<file path="src/rtl/vending_pkg.sv">
// Shared vending datapath definitions: coin values, hopper bit positions,
// display status codes and the payout FSM state encoding.
package vending_pkg;

   localparam int DENOM_HI_DEF  = 5;
   localparam int DENOM_MID_DEF = 2;
   localparam int DENOM_LO_DEF  = 1;

   localparam int HOP_HI  = 2;
   localparam int HOP_MID = 1;
   localparam int HOP_LO  = 0;

   localparam logic [1:0] STATUS_IDLE   = 2'b00;
   localparam logic [1:0] STATUS_PAYING = 2'b10;
   localparam logic [1:0] STATUS_ERROR  = 2'b11;
   localparam logic [1:0] STATUS_DONE   = 2'b01;

   typedef enum logic [2:0] {
      S_IDLE   = 3'd0,
      S_SELECT = 3'd1,
      S_REQ    = 3'd2,
      S_DONE   = 3'd3,
      S_ERROR  = 3'd4
   } state_t;

endpackage

</file>
<file path="src/rtl/denom_select.sv">
// Greedy coin picker: largest stocked denomination that still fits in the
// remaining amount, as a one-hot hopper select plus its value.
module denom_select
   import vending_pkg::*;
#(
   parameter int WIDTH     = 4,
   parameter int DENOM_HI  = DENOM_HI_DEF,
   parameter int DENOM_MID = DENOM_MID_DEF,
   parameter int DENOM_LO  = DENOM_LO_DEF
) (
   input  logic [WIDTH-1:0] remaining,
   input  logic [2:0]       hopper_empty,
   output logic [2:0]       sel,
   output logic [WIDTH-1:0] d,
   output logic             found
);

   localparam logic [WIDTH-1:0] D_HI  = WIDTH'(DENOM_HI);
   localparam logic [WIDTH-1:0] D_MID = WIDTH'(DENOM_MID);
   localparam logic [WIDTH-1:0] D_LO  = WIDTH'(DENOM_LO);

   always_comb begin
      sel   = '0;
      d     = '0;
      found = 1'b0;
      if (!hopper_empty[HOP_HI] && remaining >= D_HI) begin
         sel[HOP_HI] = 1'b1;
         d           = D_HI;
         found       = 1'b1;
      end else if (!hopper_empty[HOP_MID] && remaining >= D_MID) begin
         sel[HOP_MID] = 1'b1;
         d            = D_MID;
         found        = 1'b1;
      end else if (!hopper_empty[HOP_LO] && remaining >= D_LO) begin
         sel[HOP_LO] = 1'b1;
         d           = D_LO;
         found       = 1'b1;
      end
   end

endmodule

</file>
<file path="src/rtl/change_dispenser.sv">
// Change payout controller: pays an accepted amount one coin at a time over
// a req/ack hopper handshake, reporting jams or empty hoppers as shortfall.
// Handshakes: change is taken on a posedge with change_valid & ready; a coin
// request is held until the posedge where coin_ack is seen with it high.
module change_dispenser
   import vending_pkg::*;
#(
   parameter int WIDTH       = 4,
   parameter int ACK_TIMEOUT = 15,
   parameter int DENOM_HI    = DENOM_HI_DEF,
   parameter int DENOM_MID   = DENOM_MID_DEF,
   parameter int DENOM_LO    = DENOM_LO_DEF
) (
   input  logic             clock,
   input  logic             clear,
   input  logic [WIDTH-1:0] change,
   input  logic             change_valid,
   output logic             ready,
   input  logic [2:0]       hopper_empty,
   output logic [2:0]       coin_req,
   input  logic             coin_ack,
   input  logic             err_clr,
   output logic             done,
   output logic             error,
   output logic [WIDTH-1:0] shortfall,
   output logic [WIDTH-1:0] coins_paid,
   output logic [1:0]       status,
   output logic [2:0]       fsm_state
);

   localparam int TW = (ACK_TIMEOUT > 1) ? $clog2(ACK_TIMEOUT) : 1;
   localparam logic [TW-1:0] TIMER_LAST = TW'(ACK_TIMEOUT - 1);

   state_t           state;
   logic [WIDTH-1:0] remaining;
   logic [WIDTH-1:0] d_reg;
   logic [WIDTH-1:0] rem_next;
   logic [WIDTH-1:0] pick_d;
   logic [2:0]       pick_sel;
   logic             pick_found;
   logic [TW-1:0]    timer;

   denom_select #(
      .WIDTH    (WIDTH),
      .DENOM_HI (DENOM_HI),
      .DENOM_MID(DENOM_MID),
      .DENOM_LO (DENOM_LO)
   ) u_denom_select (
      .remaining   (remaining),
      .hopper_empty(hopper_empty),
      .sel         (pick_sel),
      .d           (pick_d),
      .found       (pick_found)
   );

   // SELECT guarantees d <= remaining, so this never wraps.
   assign rem_next  = remaining - d_reg;
   assign fsm_state = state;

   always_ff @(posedge clock) begin
      if (clear) begin
         state      <= S_IDLE;
         ready      <= 1'b1;
         coin_req   <= '0;
         done       <= 1'b0;
         error      <= 1'b0;
         shortfall  <= '0;
         coins_paid <= '0;
         status     <= STATUS_IDLE;
         remaining  <= '0;
         d_reg      <= '0;
         timer      <= '0;
      end else begin
         case (state)
            S_IDLE: begin
               if (change_valid) begin
                  remaining  <= change;
                  coins_paid <= '0;
                  shortfall  <= '0;
                  ready      <= 1'b0;
                  if (change == '0) begin
                     state  <= S_DONE;
                     done   <= 1'b1;
                     status <= STATUS_DONE;
                  end else begin
                     state  <= S_SELECT;
                     status <= STATUS_PAYING;
                  end
               end
            end
            S_SELECT: begin
               if (pick_found) begin
                  state    <= S_REQ;
                  coin_req <= pick_sel;
                  d_reg    <= pick_d;
                  timer    <= '0;
               end else begin
                  state     <= S_ERROR;
                  shortfall <= remaining;
                  error     <= 1'b1;
                  status    <= STATUS_ERROR;
               end
            end
            S_REQ: begin
               if (coin_ack) begin
                  coin_req  <= '0;
                  remaining <= rem_next;
                  if (coins_paid != '1) coins_paid <= coins_paid + 1'b1;
                  if (rem_next == '0) begin
                     state  <= S_DONE;
                     done   <= 1'b1;
                     status <= STATUS_DONE;
                  end else begin
                     state <= S_SELECT;
                  end
               end else if (timer == TIMER_LAST) begin
                  // Jam: the requested coin never dropped.
                  coin_req  <= '0;
                  shortfall <= remaining;
                  error     <= 1'b1;
                  status    <= STATUS_ERROR;
                  state     <= S_ERROR;
               end else begin
                  timer <= timer + 1'b1;
               end
            end
            S_DONE: begin
               done   <= 1'b0;
               status <= STATUS_IDLE;
               ready  <= 1'b1;
               state  <= S_IDLE;
            end
            S_ERROR: begin
               if (err_clr) begin
                  error  <= 1'b0;
                  status <= STATUS_IDLE;
                  ready  <= 1'b1;
                  state  <= S_IDLE;
               end
            end
            default: begin
               state <= S_IDLE;
            end
         endcase
      end
   end

endmodule

</file>
<file path="config.mk">
export PLATFORM = sky130hd
export DESIGN_NAME = change_dispenser
export DESIGN_NICKNAME = d
export VERILOG_FILES = /design/src/rtl/vending_pkg.sv /design/src/rtl/denom_select.sv /design/src/rtl/change_dispenser.sv
export SDC_FILE = /design/constraint.sdc
export NUM_CORES = 1
export LEC_CHECK = 0
export CORE_MARGIN = 5
export CORE_UTILIZATION = 56
export DETAILED_ROUTE_END_ITERATION = 10
export PLACE_DENSITY = 0.84
export SLEW_MARGIN = 20
export SYNTH_ARGS = -nofsm -noshare
export SYNTH_HDL_FRONTEND = slang
export SYNTH_SLANG_ARGS = --single-unit
</file>
<file path="constraint.sdc">
create_clock -name clock -period 4.7 [get_ports clock]
set_clock_uncertainty 0.1 [all_clocks]
set_input_delay 0.94 -clock clock [delete_from_list [all_inputs] [get_ports clock]]
set_output_delay 0.94 -clock clock [all_outputs]
set_load 0.005 [all_outputs]
</file>
==> impl_metrics.ini <==
[final_layout]
diodes = 0
fin_nets = 260
drive_gt1_frac = 0.0539
area_growth_pct = 19.2
final_cells = 274

[sta]
fin_crit_sh = 0.606
fin_crit_ns = 2.85
tightest_slew_ns = 1.06
max_freq_mhz = 351
hold_viol_final = 0
slew_viol_final = 0
maxSlewHeadroom = 0.292
rsz0062_at_grt = false
fin_tns_setup_ns = 0
setup_viol = 0

[floorplanning]
die_h_um = 65.7
start_util = 0.578
rows = 20
core_area_sq_mm = 0.00300
dieArea_sq_mm = 0.00432
ios = 31
die_x_um = 65.7

[synthesis]
synth-edff-count = 0
synthDominantAreaCellType = dfxtp_1
yosysSeqAreaShare = 0.346
synth_top_area_frac = 0.346
ys_ff_latch = 30
synthFlopType = dfxtp_1
synthSimpleGateAreaFrac = 0.241
synthTopCellsByArea = dfxtp_1, a21oi_1, mux2i_1
synth_area_sq_mm = 0.00174
syn_area_per_cell_sq_um = 8.15
synth_top_family_by_area = simple AND/OR/NAND/NOR gates
synthCells = 213
synth_common_cells = dfxtp_1, a21oi_1, nand2_1, o21ai_0, nor2_1
ys_warn_count = 0
synth_mux_area_frac = 0.0519
yosysUniqueCellTypes = 46
synth_fa_ha_area_frac = 0.0548
synth_xor_area_frac = 0.0151
yosysMostFrequentCell = dfxtp_1
synth-compound-area-share = 0.238
syn_nets = 232
synth-async-reset-ratio = 0

[placement]
dp.cells = 267
gp_congestion = 0.782
port_buffers = 30
post-dp-hpwl_um = 2960

[setup_path]
critPathSlowestCell = clkdlybuf4s50_1
path_class = in -> reg
crit_fanout = 11
path_cells = clkdlybuf4s50_1 > nor2b_4 > or4_4 > a21oi_2 > o211ai_1 > mux2i_1
r2r_slack_ns = 2.32
path_buf_inv = 1
slowest_delay_ns = 0.55
critPathLaunchType = input port
worstPathRequired_ns = 4.80
cp.arrival_ns = 2.95
crit_path_end_kind = flip-flop
crit_family = compound AO/OA/AOI/OAI gates

[global_routing]
antenna_found_initial = 0
grt_max_degree = 32
first_global_vias = 1556
grt_pass1_wl_um = 7090
gr-total-overflow = 0
grt_usage = 0.214

[route]
drc = 0
drt-total-wl_um = 4080
via_per_inst = 6.00
wl_per_cell_um = 14.9
antenna_left = 0
first_iter_violations = 115
vias = 1645
dr.pass1.iters = 4

[clock_tree]
cts_tree = yes
cts_root_buf = clkbuf_4
postCtsHoldBufs = 0
clkLatencyLatePin_ns = 0.33
h-tree-depth = 2
clock_sinks = 30
postCtsResizedCells = 0
clockBufferDepth = 2
postCtsSetupBuffers = 0
cts_made_buffers = 5
clkTransAtPathRegs_ns = 0.09

[status]
outcome = completed

[min_path]
hold_path.class = reg -> reg

[power]
ir_drop_v = 0.000173
power-per-cell-area_mw_per_mm2 = 313
leakage_nw = 0.738

[flow_run]
drv_cap = 0
## area by class of cell
type | instances | area, sq um
Clock buffer | 7 | 45.0
Fill cell | 267 | 932
Inverter | 9 | 33.8
Multi-Input combinational cell | 164 | 1040
Sequential cell | 30 | 601
Tap cell | 33 | 41.3
Timing Repair Buffer | 31 | 308
## through the flow
stage / hold slack (ns) / cell area (sq um) / utilization / worst slack (ns) / power, mW
floorplan: 0.354 / 1740 / - / 2.49 / 0.450
global placement: 0.356 / 2030 / 0.675 / 1.54 / 0.507
detailed placement: 0.365 / 2030 / 0.675 / 1.49 / 0.512
CTS: 0.382 / 2070 / 0.690 / 1.88 / 0.651
global route: 0.402 / 2070 / 0.690 / 1.77 / 0.692
finish: 0.382 / 2070 / 0.690 / 1.85 / 0.649
## metal layers
layer  global-route usage  part of all wire  up-vias
met5                    0                 0        -
met4                0.127             0.030        0
met3               0.0667             0.072       12
met2                0.325              0.46       61
met1                0.262              0.44      749
li1                     -                 -      823
## worst min-delay path, stage by stage (launching register included)
cell and delay (ns):
dfxtp_1 0.32, o21ai_0 0.06, a21oi_1 0.06
## worst paths after layout
path	depth (start not counted)	end	start
setup reg to reg	8	status[0]	remaining[0]
hold reg to reg	2	d_reg[1]	d_reg[1]
setup / recovery	6	shortfall[0]	hopper_empty[0]
hold / removal	2	d_reg[1]	d_reg[1]
## kinds of logic (layout without fill, tap and decap cells)
group,after synthesis,in the layout
AOI/OAI and AO/OA,68,68
adders and majority gates,7,7
buffers and inverters,19,47
DFF,30,30
muxes,9,9
and+or+nand+nor,77,77
xor gates and xnor gates,3,3
## where the power goes
| part | internal, mW | switching (mW) | leakage (nW) |
|---|---|---|---|
| registers | 0.274 | 0.0275 | 0.244 |
| logic | 0.0956 | 0.111 | 0.469 |
| clock network | 0.0563 | 0.0846 | 0.0254 |
| total | 0.426 | 0.223 | 0.738 |
## cell usage in the layout, fill, tap and decap left out, types with 2 or more instances in the layout
master	instances
a211oi_1	5
a21oi_1	25
a31oi_1	2
and2_1	5
clkbuf_1	2
clkbuf_4	5
clkdlybuf4s50_1	30
dfxtp_1	30
ha_1	6
inv_1	9
mux2i_1	9
nand2_1	19
nand2b_1	8
nand3_1	5
nand3b_1	3
nand4_1	2
nor2_1	12
nor2b_1	2
nor3_1	8
nor4_1	2
o211ai_1	5
o21a_1	2
o21ai_0	18
o221ai_1	2
o31ai_1	2
or3_1	2
xor2_1	2
Power figures use the tool's default switching activity.
